<file path="config.mk">
export PLATFORM = sky130hd
export DESIGN_NAME = sandbox_kv_process
export DESIGN_NICKNAME = d
export VERILOG_FILES = /design/src/rtl/sandbox_kv_process.sv
export SDC_FILE = /design/constraint.sdc
export NUM_CORES = 1
export LEC_CHECK = 0
export CAP_MARGIN = 5
export CORE_UTILIZATION = 64
export DETAILED_ROUTE_END_ITERATION = 10
export GPL_ROUTABILITY_DRIVEN = 1
export GPL_TIMING_DRIVEN = 0
export PLACE_DENSITY = 0.86
export SLEW_MARGIN = 10
export SYNTH_ARGS = -nofsm -noshare
export SYNTH_HDL_FRONTEND = slang
export SYNTH_SLANG_ARGS = --single-unit
</file>
<file path="constraint.sdc">
create_clock -name masterClock -period 6 [get_ports masterClock]
set_input_delay 1.2 -clock masterClock [delete_from_list [all_inputs] [get_ports masterClock]]
set_output_delay 1.2 -clock masterClock [all_outputs]
set_load 0.1 [all_outputs]
</file>
<file path="src/rtl/sandbox_kv_process.sv">
// rtl/sandbox_kv_process.sv - host-command key/value table with linear search and LED indicator
module sandbox_kv_process #(
    parameter int DATA_W = 32,
    parameter int KEY_W  = 8,
    parameter int VAL_W  = 8,
    parameter int DEPTH  = 16
) (
    input  logic              masterClock,
    input  logic              reset,
    input  logic              slowClock,
    input  logic              dataReceived,
    input  logic [7:0]        control,
    input  logic [DATA_W-1:0] inputData,
    output logic              clearDR,
    output logic              transmitData,
    output logic [7:0]        status,
    output logic [DATA_W-1:0] outputData,
    output logic              rxIndicator
);

    localparam int IDX_W = $clog2(DEPTH);
    localparam int CNT_W = IDX_W + 1;

    localparam logic [1:0] OP_READ   = 2'd0;
    localparam logic [1:0] OP_WRITE  = 2'd1;
    localparam logic [1:0] OP_DELETE = 2'd2;
    localparam logic [1:0] OP_CLEAR  = 2'd3;

    typedef enum logic [2:0] {IDLE, SEARCH, EXEC, RESP, HOLD, WAIT} state_t;
    typedef enum logic [2:0] {IND_IDLE, IND_HI1, IND_LO1, IND_HI2, IND_LO2} ind_t;

    state_t state;
    ind_t   ind_state;

    logic [DEPTH-1:0] ent_valid;
    logic [KEY_W-1:0] ent_key [DEPTH];
    logic [VAL_W-1:0] ent_val [DEPTH];

    logic [1:0]       op;
    logic [KEY_W-1:0] cmd_key;
    logic [VAL_W-1:0] cmd_val;
    logic [IDX_W-1:0] idx;
    logic [IDX_W-1:0] hit_idx;
    logic [IDX_W-1:0] free_idx;
    logic             hit;
    logic             free_found;
    logic             exec_done;
    logic             success;
    logic             overflow;
    logic [CNT_W-1:0] count;
    logic [VAL_W-1:0] res_val;

    logic [DATA_W-1:0] resp_word;
    logic [7:0]        resp_status;
    logic              accept;
    logic              unused_bits;

    assign accept      = (state == IDLE) && dataReceived;
    assign unused_bits = ^{control[7:2], inputData[DATA_W-1:KEY_W+VAL_W]};

    always_comb begin
        resp_word          = '0;
        resp_word[VAL_W-1:0] = res_val;
        resp_word[23:16]   = 8'(count);
        resp_status        = {4'b0000, overflow, count == '0, count == CNT_W'(DEPTH), success};
    end

    // EXEC spends two cycles: the table update, then the response load from the updated count.
    always_ff @(posedge masterClock) begin
        if (reset) begin
            state        <= IDLE;
            ent_valid    <= '0;
            count        <= '0;
            clearDR      <= 1'b0;
            transmitData <= 1'b0;
            status       <= '0;
            outputData   <= '0;
            op           <= OP_READ;
            cmd_key      <= '0;
            cmd_val      <= '0;
            idx          <= '0;
            hit_idx      <= '0;
            free_idx     <= '0;
            hit          <= 1'b0;
            free_found   <= 1'b0;
            exec_done    <= 1'b0;
            success      <= 1'b0;
            overflow     <= 1'b0;
            res_val      <= '0;
        end else begin
            case (state)
                IDLE: begin
                    if (dataReceived) begin
                        op         <= control[1:0];
                        cmd_key    <= inputData[KEY_W-1:0];
                        cmd_val    <= inputData[KEY_W+VAL_W-1:KEY_W];
                        idx        <= '0;
                        hit        <= 1'b0;
                        free_found <= 1'b0;
                        exec_done  <= 1'b0;
                        state      <= (control[1:0] == OP_CLEAR) ? EXEC : SEARCH;
                    end
                end
                SEARCH: begin
                    if (ent_valid[idx] && ent_key[idx] == cmd_key) begin
                        hit     <= 1'b1;
                        hit_idx <= idx;
                        state   <= EXEC;
                    end else begin
                        if (!ent_valid[idx] && !free_found) begin
                            free_found <= 1'b1;
                            free_idx   <= idx;
                        end
                        if (idx == IDX_W'(DEPTH - 1)) state <= EXEC;
                        idx <= idx + IDX_W'(1);
                    end
                end
                EXEC: begin
                    if (!exec_done) begin
                        exec_done <= 1'b1;
                        success   <= 1'b0;
                        overflow  <= 1'b0;
                        res_val   <= '0;
                        case (op)
                            OP_READ: begin
                                success <= hit;
                                if (hit) res_val <= ent_val[hit_idx];
                            end
                            OP_WRITE: begin
                                if (hit) begin
                                    ent_val[hit_idx] <= cmd_val;
                                    success          <= 1'b1;
                                end else if (free_found) begin
                                    ent_valid[free_idx] <= 1'b1;
                                    ent_key[free_idx]   <= cmd_key;
                                    ent_val[free_idx]   <= cmd_val;
                                    count               <= count + CNT_W'(1);
                                    success             <= 1'b1;
                                end else begin
                                    overflow <= 1'b1;
                                end
                            end
                            OP_DELETE: begin
                                if (hit) begin
                                    ent_valid[hit_idx] <= 1'b0;
                                    count              <= count - CNT_W'(1);
                                    success            <= 1'b1;
                                end
                            end
                            default: begin
                                ent_valid <= '0;
                                count     <= '0;
                                success   <= 1'b1;
                            end
                        endcase
                    end else begin
                        status       <= resp_status;
                        outputData   <= resp_word;
                        transmitData <= 1'b1;
                        state        <= RESP;
                    end
                end
                RESP: state <= HOLD;
                HOLD: begin
                    clearDR <= 1'b1;
                    state   <= WAIT;
                end
                WAIT: begin
                    if (!dataReceived) begin
                        transmitData <= 1'b0;
                        clearDR      <= 1'b0;
                        state        <= IDLE;
                    end
                end
                default: state <= IDLE;
            endcase
        end
    end

    // Indicator: two full slowClock high/low periods, LED on during the second.
    always_ff @(posedge masterClock) begin
        if (reset) begin
            ind_state   <= IND_IDLE;
            rxIndicator <= 1'b0;
        end else begin
            case (ind_state)
                IND_IDLE: if (accept) ind_state <= IND_HI1;
                IND_HI1:  if (slowClock) ind_state <= IND_LO1;
                IND_LO1: begin
                    if (!slowClock) begin
                        rxIndicator <= 1'b1;
                        ind_state   <= IND_HI2;
                    end
                end
                IND_HI2:  if (slowClock) ind_state <= IND_LO2;
                IND_LO2: begin
                    if (!slowClock) begin
                        rxIndicator <= 1'b0;
                        ind_state   <= IND_IDLE;
                    end
                end
                default: ind_state <= IND_IDLE;
            endcase
        end
    end

endmodule

</file>
==> flow_summary.ini <==
[critical_path]
path_delay_family = simple AND/OR/NAND/NOR gates
crit_type = flop to flop
worst_path_max_delay_cell = nor2_1
slowest_delay_ns = 0.73
cp.required_ns = 6.14
path_buf_inv = 1
start_kind = flop
crit_arrival_ns = 3.51
crit_fanout = 9
worstPathCellList = clkbuf_1, nor2_2, nand3b_1, nor3_1, nand2_1, a21boi_0, nor2_1
worstSetupEndpointType = flop

[sta]
grt_setup_unrepaired = no
post-route-min-period_ns = 3.37
fin_setup_tns_ns = 0
max-slew-margin-rel_pct = 31.7
hold_violations = 0
timing_worst_slew_pin_value_ns = 1.02
drv_slew = 0
fmax_mhz = 297
holdWs_ns = 0.465
finClkSkew_ns = 0.0264
fin_crit_sh_pct = 56.2
finalSetupViolCount = 0

[power]
switching_share_pct = 26.9
p_int_mw = 4.11
pwr-share-comb_pct = 13.3
pwr-share-seq_pct = 51.4
irDropWorstVdd_uv = 325
finalPower_mw = 5.62
power.static_leakage_nw = 5.29
power_density_nw_per_um2 = 343
power.switching_mw = 1.51
clockPowerShare_pct = 35.3

[status]
violations = DRC
status = finished, violations left

[final_layout]
nets = 1154
multiInputGateArea_um2 = 4490
seqCellArea_um2 = 9650
diodes = 0
layout-drive-gt1-share_pct = 13.8
nFillCells = 1304
area_delta_synth_final_pct = 12.7

[synthesis]
synth_top_family_by_area = multiplexers
synth_largest_area_cell = edfxtp_1
yosysSeqAreaShare_pct = 66.5
synth.top_cell.area_share_pct = 53.0
synth-seq-cells = 354
netlist_instances = 1003
ys_warn_count = 0
synthArstFlopShare_pct = 0
ys.flop_type = edfxtp_1
yosysMostFrequentCell = edfxtp_1
synthXorXnorAreaFrac_pct = 0.965
yosys.area_share.adder_pct = 0.827
synth_mux_area_share_pct = 13.3
yosysUniqueCellTypes = 60
syn-cell-area_um2 = 14500
synthSimpleGateAreaFrac_pct = 7.49
synth_compound_area_share_pct = 7.77
netlist_top_cells_count = edfxtp_1 (256), dfxtp_1 (98), nand2_1 (97)
synth-edff-count = 256
syn_area_per_cell_um2 = 14.5
ys_top_cells_by_area = edfxtp_1 (53%), dfxtp_1 (14%), mux4_2 (11%)

[run]
maxCapViolations = 0

[floorplanning]
ios = 87
die_area_um2 = 23300
die_h_um = 153
rows = 54
initial_core_util_pct = 65.9
die_w_um = 153
core_area_um2 = 22000

[route]
viasPerCell = 6.43
final_antenna_net_count = 0
finalWirelength_mm = 33.6
dr.first_iter.drc_count = 1049
route.detailed.drc = 5
drt_pre_antenna_iters = 11
vias = 9047
wl_per_cell_um = 23.9

[min_path]
hold_path_class = flop to flop

[clock_tree]
hold_buffers = 0
cts_max_level = 2
cts.reportedPaths.clkPinSlew_ns = 0.06
clock-root-buffer = clkbuf_16
post_cts_buffers = 0
clock_latency_ns = 0.54
cts_sinks = 354
cts_buffers = 34
clockBufferDepth = 3
ctsResizeCount = 0
cts_tree = done

[placed_design]
dp_hpwl_mm = 21.9
portBuffers = 40
gp_congestion = 0.870

[global_route]
grt_pass1_wl_mm = 50.8
grt_start_max_net_pins = 23
grt_usage_pct = 29.4
grt-ovfl-total = 0
antenna_found_initial = 0
grt_pass1_vias = 9060
==> area by class of cell <==
class                   count  share of cell area (%)
repair buffers             40                    2.45
clock inverters            12                   0.451
multi-input cells         578                    27.4
inverters                   7                   0.161
well taps                 280                    2.14
flip-flops and latches    354                    59.0
plain buffers              86                    2.68
clock buffers              50                    5.75
==> worst reg2reg max path, cell delays in order (launching register included) <==
cell	delay [ns]
dfxtp_1	0.29
clkbuf_1	0.20
nor2_2	0.34
nand3b_1	0.34
nor3_1	0.46
nand2_1	0.32
a21boi_0	0.30
nor2_1	0.73
==> cell families (layout without fill, tap and decap cells) <==
group	count (synthesis)	in the layout
flops	354	354
simple gates	240	240
compound gates	183	183
mux	107	107
buf+inv	93	195
xor+xnor	16	16
fa+ha+maj	9	9
other cells	1	23
==> power by group through the flow <==
stage,Combinational [mW],Clock (mW),Sequential [mW]
floorplan,0.532,0,2.90
global placement,0.713,0,2.92
detailed placement,0.730,0,2.93
CTS,0.738,1.99,2.88
global route,0.800,2.09,2.90
finish,0.750,1.98,2.89
==> metrics by stage <==
step,instance area [um^2],setup WS (ns),util (%),cells
final,16400,2.63,74.3,1407
after global routing,16400,2.47,74.3,1407
after CTS,16400,2.68,74.3,1407
after detailed placement,15300,2.51,69.7,1345
after global placement,15300,2.58,69.7,1345
after floorplan,14600,3.02,-,1025
==> layer usage <==
metal / vias up / global-route usage [%] / part of all wire [%]
li1: 3969 / - / -
met1: 4430 / 36.5 / 36
met2: 523 / 50.5 / 50
met3: 125 / 5.38 / 8.8
met4: 0 / 13.5 / 4.4
met5: - / 0 / 0
==> cells in the final DEF, fill, tap and decap left out, types with 34 or more instances in the layout <==
| master | instances |
|---|---|
| edfxtp_1 | 256 |
| dfxtp_1 | 98 |
| nand2_1 | 97 |
| a21oi_1 | 82 |
| mux4_2 | 68 |
| nor2_1 | 66 |
| clkbuf_1 | 58 |
| clkdlybuf4s50_1 | 40 |
| mux2i_1 | 37 |
| clkbuf_16 | 34 |
==> path summary, 6_finish.rpt <==
kind                 start              to  slack, ns  cells past startpoint
max reg2reg       state[0]  ent_val[14][1]       2.63                      7
min          outputData[2]   outputData[2]       0.46                      2
max               state[0]  ent_val[14][1]       2.63                      7
min reg2reg  outputData[2]   outputData[2]       0.46                      2
==> registers in the layout, indices dropped and copies added (netlist names), named ones only <==
signal and flops:
ent_key 128, ent_val 128, ent_valid 16, outputData 13
cmd_key 8, cmd_val 8, res_val 8, count 5
free_idx 4, hit_idx 4, idx 4, status 4
ind_state 3, state 3, op 2, clearDR 1
exec_done 1, free_found 1, hit 1, overflow 1
rxIndicator 1, success 1, transmitData 1
No activity file was read; power rests on OpenSTA's default activity.
